**config.mk**
```make
export PLATFORM = sky130hd
export DESIGN_NAME = alu_chain_seq
export DESIGN_NICKNAME = d
export VERILOG_FILES = /design/src/rtl/alu_chain_pkg.sv /design/src/rtl/alu_slice_8.sv /design/src/rtl/alu_chain_seq.sv
export SDC_FILE = /design/constraint.sdc
export NUM_CORES = 1
export LEC_CHECK = 0
export ABC_AREA = 0
export CORE_ASPECT_RATIO = 0.75
export CORE_UTILIZATION = 50
export CTS_BUF_LIST = sky130_fd_sc_hd__clkbuf_2 sky130_fd_sc_hd__clkbuf_4 sky130_fd_sc_hd__clkbuf_8
export DETAILED_ROUTE_END_ITERATION = 12
export GPL_TIMING_DRIVEN = 0
export PLACE_DENSITY = 0.8
export REMOVE_ABC_BUFFERS = 1
export SLEW_MARGIN = 30
export SYNTH_ARGS = -nofsm -noshare
export SYNTH_HDL_FRONTEND = slang
export SYNTH_SLANG_ARGS = --single-unit
```
**constraint.sdc**
```tcl
create_clock -name clk -period 4.6 [get_ports clk]
set_input_delay 0.69 -clock clk [delete_from_list [all_inputs] [get_ports clk]]
set_output_delay 0.69 -clock clk [all_outputs]
set_load 0.02 [all_outputs]
```
**src/rtl/alu_chain_pkg.sv**
```systemverilog
`default_nettype none
// ============================================================================
// Module   : alu_chain_pkg
// Brief    : Shared types and constants for the chained byte-serial adder.
// Revision : 1.0 - initial release
// ============================================================================
package alu_chain_pkg;

    localparam int   SLICE_W = 8;

    localparam logic OP_ADD  = 1'b0;
    localparam logic OP_SUB  = 1'b1;

    typedef enum logic [1:0] {
        IDLE = 2'd0,
        CALC = 2'd1,
        DONE = 2'd2
    } state_t;

endpackage : alu_chain_pkg
`default_nettype wire

```
**src/rtl/alu_slice_8.sv**
```systemverilog
`default_nettype none
// ============================================================================
// Module   : alu_slice_8
// Brief    : Combinational 8-bit full-adder slice with carry in and out.
// Revision : 1.0 - initial release
// ============================================================================
module alu_slice_8
    import alu_chain_pkg::*;
(
    input  logic [SLICE_W-1:0] a,
    input  logic [SLICE_W-1:0] b,
    input  logic               ci,
    output logic [SLICE_W-1:0] s,
    output logic               co
);

    // Widen by one bit so the carry-out falls out of the sum directly.
    assign {co, s} = {1'b0, a} + {1'b0, b} + {{SLICE_W{1'b0}}, ci};

endmodule : alu_slice_8
`default_nettype wire

```
**src/rtl/alu_chain_seq.sv**
```systemverilog
`default_nettype none
// ============================================================================
// Module   : alu_chain_seq
// Brief    : Byte-serial WORDS*8-bit add/subtract unit. One 8-bit slice is
//            reused per cycle, LSB byte first, carry chained through a
//            register. Registers result plus C/OF/ZF/NF flags.
//            Optional macro ALU_CHAIN_SAT_EN enables signed saturation of S
//            on overflow.
// Revision : 1.0 - initial release
// ============================================================================
module alu_chain_seq
    import alu_chain_pkg::*;
#(
    parameter int WORDS = 2
)
(
    input  logic                       clk,
    input  logic                       rst_n,
    input  logic                       in_valid,
    output logic                       in_ready,
    input  logic                       op_sub,
    input  logic                       Cin,
    input  logic [SLICE_W*WORDS-1:0]   X,
    input  logic [SLICE_W*WORDS-1:0]   Y,
    output logic                       out_valid,
    input  logic                       out_ready,
    output logic [SLICE_W*WORDS-1:0]   S,
    output logic                       C,
    output logic                       OF,
    output logic                       ZF,
    output logic                       NF
);

    localparam int             W      = SLICE_W * WORDS;
    localparam int             K_W    = (WORDS > 1) ? $clog2(WORDS) : 1;
    localparam logic [K_W-1:0] LAST_K = K_W'(WORDS - 1);

    state_t                r_state;
    state_t                w_state_next;

    logic [W-1:0]          r_x;
    logic [W-1:0]          r_y;        // Y already inverted for subtract
    logic                  r_carry;
    logic [K_W-1:0]        r_k;
    logic                  r_zacc;
    logic [W-1:0]          r_s;
    logic                  r_c;
    logic                  r_of;
    logic                  r_zf;
    logic                  r_nf;

    logic [K_W+2:0]        w_base;
    logic [SLICE_W-1:0]    w_slice_a;
    logic [SLICE_W-1:0]    w_slice_b;
    logic [SLICE_W-1:0]    w_slice_s;
    logic                  w_slice_co;
    logic                  w_last;
    logic                  w_of;
    logic [W-1:0]          w_s_ins;
    logic [W-1:0]          w_s_final;
    logic                  w_zf_final;
    logic                  w_nf_final;

    // Bit offset of the slice currently being processed.
    assign w_base    = {r_k, 3'b000};
    assign w_slice_a = r_x[w_base +: SLICE_W];
    assign w_slice_b = r_y[w_base +: SLICE_W];
    assign w_last    = (r_k == LAST_K);

    alu_slice_8 u_slice (
        .a  (w_slice_a),
        .b  (w_slice_b),
        .ci (r_carry),
        .s  (w_slice_s),
        .co (w_slice_co)
    );

    // Signed overflow: operands agree in sign but the top byte's sign differs.
    assign w_of = (r_x[W-1] == r_y[W-1]) && (w_slice_s[SLICE_W-1] != r_x[W-1]);

    // Merge the fresh slice result into the running result word.
    always_comb begin
        w_s_ins                      = r_s;
        w_s_ins[w_base +: SLICE_W]   = w_slice_s;
    end

`ifdef ALU_CHAIN_SAT_EN
    // Clamp to the most positive / most negative value on overflow.
    always_comb begin
        w_s_final  = w_of ? {r_x[W-1], {(W-1){~r_x[W-1]}}} : w_s_ins;
        w_zf_final = (w_s_final == '0);
        w_nf_final = w_s_final[W-1];
    end
`else
    // Plain modulo result; zero flag uses the running zero accumulator.
    always_comb begin
        w_s_final  = w_s_ins;
        w_zf_final = r_zacc & (w_slice_s == 8'h00);
        w_nf_final = w_slice_s[SLICE_W-1];
    end
`endif

    // State register.
    always_ff @(posedge clk or negedge rst_n) begin
        if (!rst_n) r_state <= IDLE;
        else        r_state <= w_state_next;
    end

    // Next-state and handshake outputs.
    always_comb begin
        w_state_next = r_state;
        in_ready     = 1'b0;
        out_valid    = 1'b0;
        case (r_state)
            IDLE: begin
                in_ready = 1'b1;
                if (in_valid) w_state_next = CALC;
            end
            CALC: begin
                if (w_last) w_state_next = DONE;
            end
            DONE: begin
                out_valid = 1'b1;
                if (out_ready) w_state_next = IDLE;
            end
            default: w_state_next = IDLE;
        endcase
    end

    // Operand capture, per-slice accumulation and flag registration.
    always_ff @(posedge clk or negedge rst_n) begin
        if (!rst_n) begin
            r_x     <= '0;
            r_y     <= '0;
            r_carry <= 1'b0;
            r_k     <= '0;
            r_zacc  <= 1'b0;
            r_s     <= '0;
            r_c     <= 1'b0;
            r_of    <= 1'b0;
            r_zf    <= 1'b0;
            r_nf    <= 1'b0;
        end else begin
            case (r_state)
                IDLE: begin
                    if (in_valid) begin
                        r_x     <= X;
                        r_y     <= (op_sub == OP_ADD) ? Y : ~Y;
                        r_carry <= (op_sub == OP_ADD) ? Cin : 1'b1;
                        r_k     <= '0;
                        r_zacc  <= 1'b1;
                    end
                end
                CALC: begin
                    r_s     <= w_last ? w_s_final : w_s_ins;
                    r_carry <= w_slice_co;
                    r_zacc  <= r_zacc & (w_slice_s == 8'h00);
                    r_k     <= r_k + 1'b1;
                    if (w_last) begin
                        r_c  <= w_slice_co;
                        r_of <= w_of;
                        r_zf <= w_zf_final;
                        r_nf <= w_nf_final;
                    end
                end
                default: ;
            endcase
        end
    end

    assign S  = r_s;
    assign C  = r_c;
    assign OF = r_of;
    assign ZF = r_zf;
    assign NF = r_nf;

endmodule : alu_chain_seq
`default_nettype wire

```
Yosys cells after proc, flatten, opt, wreduce, memory -nomap -nowiden
Cells that the tools add are included.
- flip-flop bits (word level): 57
- bits of input ports: 38
- output and inout port bits: 22
- add/sub/neg operators: 4
- equality and inequality tests: 7
- shift-type cells: 4
- muxes and demuxes: 15
- bitwise logic cells: 2
- reduce and logical (&&, ||, !) cells: 8
- operator list (cell ; number):
    $shiftx 16x5->8 ; 2
    $bwmux 16 ; 1
    $mux 16 ; 1
    $not 16->16 ; 1
    $shift 8x6->16 const A ; 1
    $shiftx 8x6->16 ; 1
    $add 8x8->9 ; 1
    $add 9x1->9 ; 1
    $logic_not 8->1 ; 1
    $mux 1 ; 6
    $mux 2 ; 3
    $ne 2x2->1 const B ; 3
    $neg 4->6 ; 1
    $pmux 1 s2 ; 3
    $pmux 2 s3 ; 1
    $reduce_and 2->1 ; 3
    $reduce_and 3->1 ; 1
    $eq 2x1->1 const B ; 1
    $eq 2x2->1 const B ; 1
    $logic_not 2->1 ; 1
    $reduce_bool 2->1 ; 1
    $add 1x1->1 const B ; 1
    $and 1x1->1 ; 1
    $eq 1x1->1 ; 1
    2 further kinds ; 2

Logic depth before layout (Yosys ltp)
Gate-level depths: netlist of the first run.
- word-level depth: 6
- mapped depth: 10

Modules after synthesis
A second synthesis of the first run with hierarchy kept.
- cell total of the unflattened synthesis: 233
- area total of the unflattened synthesis: 2845.2 sq um
- modules (own cells, without submodules) (module ; instances ; cells each ; area each (sq um) ; seq. area each (sq um)):
    alu_chain_seq ; 1 ; 191 ; 2513.7 ; 1426.4
    alu_slice_8 ; 1 ; 42 ; 331.6 ; 0.0

Worst setup path after synthesis of the first run
OpenSTA, ideal clock, no wires.
- path kind: register to register
- start point: register r_k
- end point: register r_zf (netlist: ZF)
- setup time: 0.092 ns
- data arrival time: 2.657 ns
- slack: 1.851 ns
- cell stages (with the launch flop): 11
- cell sequence: dfrtp_1 buf_2 buf_2 mux2i_1 fa_1 fa_1 nand2b_1 a21o_1 a211o_1 o21bai_4 o31ai_2
- cells in the longest elaborated chain, start to end: 5
- elaborated cells on any way between the ends: 7
- ends and longest elaborated chain (what ; RTL line ; source):
    start, declared ; alu_chain_seq.sv:44 ; logic [K_W-1:0] r_k;
    start signal, assigned ; alu_chain_seq.sv:158 ; r_k <= r_k + 1'b1;
    $shiftx 16x5->8 (on tied branches) ; alu_chain_seq.sv:66, alu_chain_seq.sv:67 ;
    $add 8x8->9 ; alu_slice_8.sv:18 ; assign {co, s} = {1'b0, a} + {1'b0, b} + {{SLICE_W{1'b0}}, ci};
    $add 9x1->9 ; alu_slice_8.sv:18 ;
    $logic_not 8->1 ; alu_chain_seq.sv:98 ; w_zf_final = r_zacc & (w_slice_s == 8'h00);
    $and 1x1->1 ; alu_chain_seq.sv:98 ;
    end signal, assigned ; alu_chain_seq.sv:162 ; r_zf <= w_zf_final;
    end, declared ; alu_chain_seq.sv:49 ; logic r_zf;
Several ways; a longest one is shown, not always the timed one.
A chain may end at the register's enable or synchronous reset.

Worst setup path after layout of the first run
- start point: register r_k
- end point: register r_zacc
- cells in the longest elaborated chain, start to end: 6
- elaborated cells on any way between the ends: 7
- ends and longest elaborated chain (what ; RTL line ; source):
    $shiftx 16x5->8 (on tied branches) ; alu_chain_seq.sv:66, alu_chain_seq.sv:67 ;
    $add 8x8->9 (*) ; alu_slice_8.sv:18 ;
    $add 9x1->9 (*) ; alu_slice_8.sv:18 ;
    $logic_not 8->1 (*) ; alu_chain_seq.sv:157 ; r_zacc <= r_zacc & (w_slice_s == 8'h00);
    $and 1x1->1 (*) ; alu_chain_seq.sv:157 ;
    $pmux 1 s2 (*) ; alu_chain_seq.sv:144 ; case (r_state)
    end signal, assigned ; alu_chain_seq.sv:157 ;
    end, declared ; alu_chain_seq.sv:45 ; logic r_zacc;
Mark *: on every way between the ends. The rest lies on a longest branch, timed or not.

==> results of run 1 <==
[power by group through the flow]
stage | clock network, uW | logic [uW] | registers [uW]
3_3_place_gp | 0 | 1720 | 904
4_1_cts | 615 | 1790 | 911
6_report | 606 | 1770 | 909
2_1_floorplan | 0 | 1180 | 973
3_5_place_dp | 0 | 1780 | 918
5_1_grt | 642 | 1970 | 939
[cell families after synthesis]
group	Yosys count	share of synthesized area [%]
simple gates	119	17.9
compound gates	57	12.4
flops	57	49.1
buf+inv	22	3.44
xor+xnor	19	5.72
mux	19	7.14
fa+ha+maj	9	4.39
[cells in the mapped netlist, types with 2 or more instances]
library cell	number	area share, %
a21oi_1	7	1.2
buf_2	8	1.4
clkbuf_1	6	0.77
dfrtp_1	57	49
fa_1	2	1.4
ha_1	7	3.0
inv_1	7	0.90
mux2_2	14	5.4
mux2i_1	5	1.7
nand2_1	86	11
nand2b_1	4	0.86
nand3_1	4	0.69
nor2_1	10	1.3
o21ai_0	31	5.3
o21ai_1	4	0.69
xnor2_1	17	5.1
xor2_1	2	0.60
[how the worst min path moves through the flow]
stage | from | to | slack [ps] | cells past startpoint
2_1_floorplan | rst_n | C | 390 | 0
3_3_place_gp | r_x[12] | r_x[12] | 460 | 2
3_5_place_dp | r_x[14] | r_x[14] | 460 | 2
4_1_cts | rst_n | r_y[0] | 260 | 1
5_1_grt | rst_n | r_y[0] | 270 | 1
6_report | rst_n | r_y[8] | 250 | 1
[layout make-up]
type	instances	share of cell area, %
Timing Repair Buffer	60	16.0
Clock buffer	12	4.34
Tap cell	75	2.47
Clock inverter	4	2.57
Multi-Input combinational cell	223	36.4
Sequential cell	57	37.5
Inverter	7	0.691
[worst register-to-register path: stages (launching register included)]
cell and delay (ps):
dfrtp_1 900, mux2i_1 250, fa_1 470, fa_1 410, nand2b_1 210, a2111oi_0 440
a211o_1 210, o21bai_4 140, o32ai_2 90
[metal layers]
metal | GRT usage [%] | vias up | share of wire, %
li1 | - | 1124 | -
met2 | 35.0 | 48 | 47
met5 | 0 | - | 0
met4 | 3.63 | 0 | 0.64
met3 | 8.00 | 4 | 5.4
met1 | 26.8 | 1052 | 47
[registers in the layout, indices dropped and copies added (netlist names), 2 cells and up]
name and cells:
S 16, r_x 16, r_y 16, r_state 2
[stage by stage]
step / area [um2] / total power [uW] / setup slack (ps) / hold slack, ps
2_1_floorplan: 2830 / 2150 / 1820 / 394
5_1_grt: 3800 / 3550 / 1180 / 265
6_report: 3800 / 3290 / 1360 / 251
3_5_place_dp: 3540 / 2700 / 1350 / 457
4_1_cts: 3800 / 3310 / 1350 / 256
3_3_place_gp: 3520 / 2620 / 1140 / 456
==> metrics.cfg, run 1 <==
[sta]
finalCritPeriodShare_pct = 70.5
slew_viol_final = 0
tightestPinTransition_ps = 965
rsz0062_at_grt = no
fmax_mhz = 308
fin_worst_skew_ps = 5.24
period_needed_ps = 3240
tns_ps = 0
timing_hold_violations_final = 0
relSlewSlack_pct = 35.4
setup_viol = 0

[place]
dp.cells = 422
place_congestion = 0.788
hpwl_um = 4230
portBuffers = 59

[worst_setup_path]
critPathKind = flop to flop
path_depth = 8
end_kind = flop
cp_common_cell = fa_1
path_cells = mux2i_1 -> fa_1 -> fa_1 -> nand2b_1 -> a2111oi_0 -> a211o_1 -> o21bai_4 -> o32ai_2
path_buf_inv = 0
critical_path.max_fanout = 20
r2r_slack_ps = 1360
cp.arrival_ps = 3460
crit_start = r_k
crit_family = flip-flops
cp-endpoint = r_zacc
cp_data_required_time_ps = 4810
cp_slowest_cell = dfrtp_1
crit_path_start_kind = flop
worstRegToRegCells = 8
r2r-end = r_zacc
rr_startpoint = r_k
max_stage_delay_ps = 900

[clock_tree]
ctsLongestPathBuffers = 2
cts_root_buf = clkbuf_8
cts_resized = 0
cts_buffers = 9
postCtsSetupRepairBufs = 0
clk_pin_slew_ps = 70
cts_sinks = 57
htree_levels = 3
cts_tree = done
holdBufCountCts = 0
clk_latency_ps = 340

[final_layout]
drive_gt1_share_pct = 11.8
fillers = 447
final_util_pct = 69.5
final_common_cell = nand2_1
areaGrowthSynthToFinish_pct = 30.7
final_cells = 438
multi_input_area_um2 = 1380
layout_common_cells = nand2_1, clkdlybuf4s50_1, dfrtp_1
diodes = 0
seq_area_um2 = 1430
fin_nets = 405

[synth]
synth_seq_area_share_pct = 49.1
synth_ff_type = dfrtp_1
ys_ff_latch = 57
ys_types = 48
synth-edff-count = 0
synth_area_per_cell_um2 = 9.63
synthCells = 302
yosysWarnings = 0
post_synth_instance_area_um2 = 2910
ys_async_sr_fraction_pct = 100

[job]
max_cap_violations = 0

[global_routing]
grt_util_all_layers_pct = 21.0
grt_max_degree = 51
grt_pass1_vias = 2109
overflow = 0
antenna_found_initial = 0
grt_pass1_wl_um = 9750

[floorplan]
initial_utilization_pct = 53.2
die_h_um = 68.0
ioPinCount = 60
dieArea_um2 = 6130
placementRows = 23
core_um2 = 5470
die_w_um = 90.1

[min_path]
hp-class = primary input to asynchronous set/reset pin

[power]
ir_drop_mv = 0.386
comb_power_share_pct = 53.9
p_int_uw = 1940
p_sw_share_pct = 40.9
p_seq_share_pct = 27.7
p_sw_uw = 1350
clkPwrFrac_pct = 18.4
power.density_nw_per_um2 = 865
leakagePower_uw = 0.00171

[routing]
drc = 0
ant_nets = 0
vias = 2228
drt-total-wl_um = 5900
viasPerCell = 5.09
dr.first_iter.drc_count = 121
dr.pass1.iters = 4
wire_per_inst_um = 13.5

[outcome]
status = complete, no violations

Note: power is estimated with default switching activity, not from simulation.
==> run 2, diff against run 1 <==
==> constraint.sdc (replaced) <==
create_clock -name clk -period 3.3 [get_ports clk]
set_input_delay 0.495 -clock clk [delete_from_list [all_inputs] [get_ports clk]]
set_output_delay 0.495 -clock clk [all_outputs]
set_load 0.02 [all_outputs]
==> run 2 against run 1 <==
  * Core utilization hardly changed
  * Largest power group unchanged
  * Sequential share of layout area hardly changed
  * Register-to-register slack worse by 990 ps
  * Clock skew hardly changed
  * Critical endpoint unchanged
  * Setup slack worse by 990 ps
  * Critical path type unchanged
  * Power is 39% higher
==> metrics.cfg, run 2 (synthesis gave the netlist of run 1 again) <==
[outcome]
status = complete, no violations  ; unchanged

[clock_tree]
cts_buffers = 9  ; unchanged
cts_root_buf = clkbuf_8  ; unchanged
cts_tree = done  ; unchanged
clk_pin_slew_ps = 70  ; about the same
htree_levels = 3  ; unchanged
cts_sinks = 57  ; unchanged
clk_latency_ps = 340  ; about the same
postCtsSetupRepairBufs = 0  ; unchanged
ctsLongestPathBuffers = 2  ; unchanged

[final_layout]
diodes = 0  ; unchanged
areaGrowthSynthToFinish_pct = 30.8  ; was 30.7%
layout_common_cells = nand2_1, clkdlybuf4s50_1, dfrtp_1  ; unchanged
drive_gt1_share_pct = 12.1  ; was 11.8%
fillers = 447  ; unchanged
fin_nets = 405  ; unchanged
final_util_pct = 69.5  ; about the same
final_common_cell = nand2_1  ; unchanged

[min_path]
hp-class = primary input to asynchronous set/reset pin  ; unchanged

[floorplan]
initial_utilization_pct = 53.2  ; unchanged
die_h_um = 68.0  ; unchanged
die_w_um = 90.1  ; unchanged
core_um2 = 5470  ; unchanged
dieArea_um2 = 6130  ; unchanged
ioPinCount = 60  ; unchanged
placementRows = 23  ; unchanged

[worst_setup_path]
r2r_slack_ps = 360  ; was 1360 ps
worstRegToRegCells = 8  ; unchanged
crit_path_start_kind = flop  ; unchanged
critical_path.max_fanout = 20  ; unchanged
end_kind = flop  ; unchanged
cp.arrival_ps = 3150  ; was 3460 ps
cp_data_required_time_ps = 3510  ; was 4810 ps
critPathKind = flop to flop  ; unchanged
r2r-end = r_zacc  ; unchanged
rr_startpoint = r_k  ; unchanged

[power]
power.density_nw_per_um2 = 1210  ; was 865 nW/um2
comb_power_share_pct = 53.9  ; about the same
p_sw_uw = 1880  ; was 1350 uW
p_int_uw = 2710  ; was 1940 uW
p_seq_share_pct = 27.7  ; about the same
leakagePower_uw = 0.00171  ; about the same
ir_drop_mv = 0.538  ; was 0.386 mV
p_sw_share_pct = 40.9  ; about the same
clkPwrFrac_pct = 18.4  ; about the same
totalPowerFinal_uw = 4580  ; was 3290 uW

[sta]
setup_slack_ps = 363  ; was 1360 ps
tightestPinTransition_ps = 965  ; unchanged
timing_hold_violations_final = 0  ; unchanged
finalCritPeriodShare_pct = 89.0  ; was 70.5%
slew_viol_final = 0  ; unchanged
relSlewSlack_pct = 35.4  ; unchanged
holdWs_ps = 55.7  ; was 251 ps
fmax_mhz = 341  ; was 308 MHz
rsz0062_at_grt = no  ; unchanged
tns_ps = 0  ; unchanged
fin_worst_skew_ps = 5.24  ; about the same
setup_viol = 0  ; unchanged
period_needed_ps = 2940  ; was 3240 ps

[place]
place_congestion = 0.788  ; unchanged
pre_cts_slack_ps = 52.5  ; was 1350 ps
hpwl_um = 4230  ; unchanged
portBuffers = 59  ; unchanged

[routing]
wire_per_inst_um = 13.5  ; unchanged
ant_nets = 0  ; unchanged
dr.pass1.iters = 4  ; unchanged
drt-total-wl_um = 5900  ; unchanged
viasPerCell = 5.09  ; unchanged
vias = 2228  ; unchanged
drc = 0  ; unchanged
dr.first_iter.drc_count = 121  ; unchanged

[global_routing]
grt_util_all_layers_pct = 21.0  ; unchanged
antenna_found_initial = 0  ; unchanged
overflow = 0  ; unchanged
grt_pass1_wl_um = 9750  ; unchanged
grt_max_degree = 51  ; unchanged
grt_pass1_vias = 2109  ; unchanged

[job]
max_cap_violations = 0  ; unchanged

-- run 2: cell counts in the layout (fill, tap and decap cells not counted) --
Identical to the previous run, type by type.
-- run 2: final cells by class --
class | count | area, um2 | area share [%]
clock buffers | 12 | 165 | 4.34
clock inverters | 4 | 97.6 | 2.57
inverters | 7 | 26.3 | 0.691
multi-input cells | 223 | 1380 | 36.4
flip-flops and latches | 57 | 1430 | 37.5
well taps | 75 | 93.8 | 2.47
repair buffers | 60 | 608 | 16.0
-- run 2: stage by stage --
stage | std cells | instance area, um2
finish | 438 | 3800
CTS | 438 | 3800
detailed placement | 422 | 3540
global placement | 421 | 3520
global route | 438 | 3800
floorplan | 287 | 2830
-- run 2: repair_timing --
action	in CTS	in global routing
hold buffers	0	0
gates resized for setup	0	1
endpoints found under the setup margin	0	2
-- run 2: worst max-delay path: stages, from the launching register on --
cell	delay (ps)
dfrtp_2	670
mux2i_1	200
fa_1	450
fa_1	410
nand2b_1	210
a2111oi_0	440
a211o_1	210
o21bai_4	140
o32ai_2	90
-- run 2: power by group through the flow --
stage | Combinational [uW] | Clock (uW) | Sequential, uW
finish | 2470 | 844 | 1270
floorplan | 1640 | 0 | 1360
detailed placement | 2480 | 0 | 1280
global placement | 2400 | 0 | 1260
CTS | 2490 | 857 | 1270
global route | 2740 | 896 | 1310
-- run 2: worst max path at each step --
stage | cells past startpoint | slack (ps) | startpoint | to
finish | 8 | 360 | r_k | r_zacc
global route | 8 | 220 | r_k | r_zacc
CTS | 8 | 50 | r_k | r_zacc
detailed placement | 8 | 50 | r_k | r_zacc
global placement | 1 | 40 | rst_n | r_x[15]
floorplan | 8 | 520 | r_k | ZF
-- run 2: metal layers --
metal  vias up  track usage (%)  part of all wire, %
met4         0             3.63                 0.64
met1      1052             26.8                   47
li1       1124                -                    -
met2        48             35.0                   47
met3         4             8.00                  5.4
met5         -                0                    0
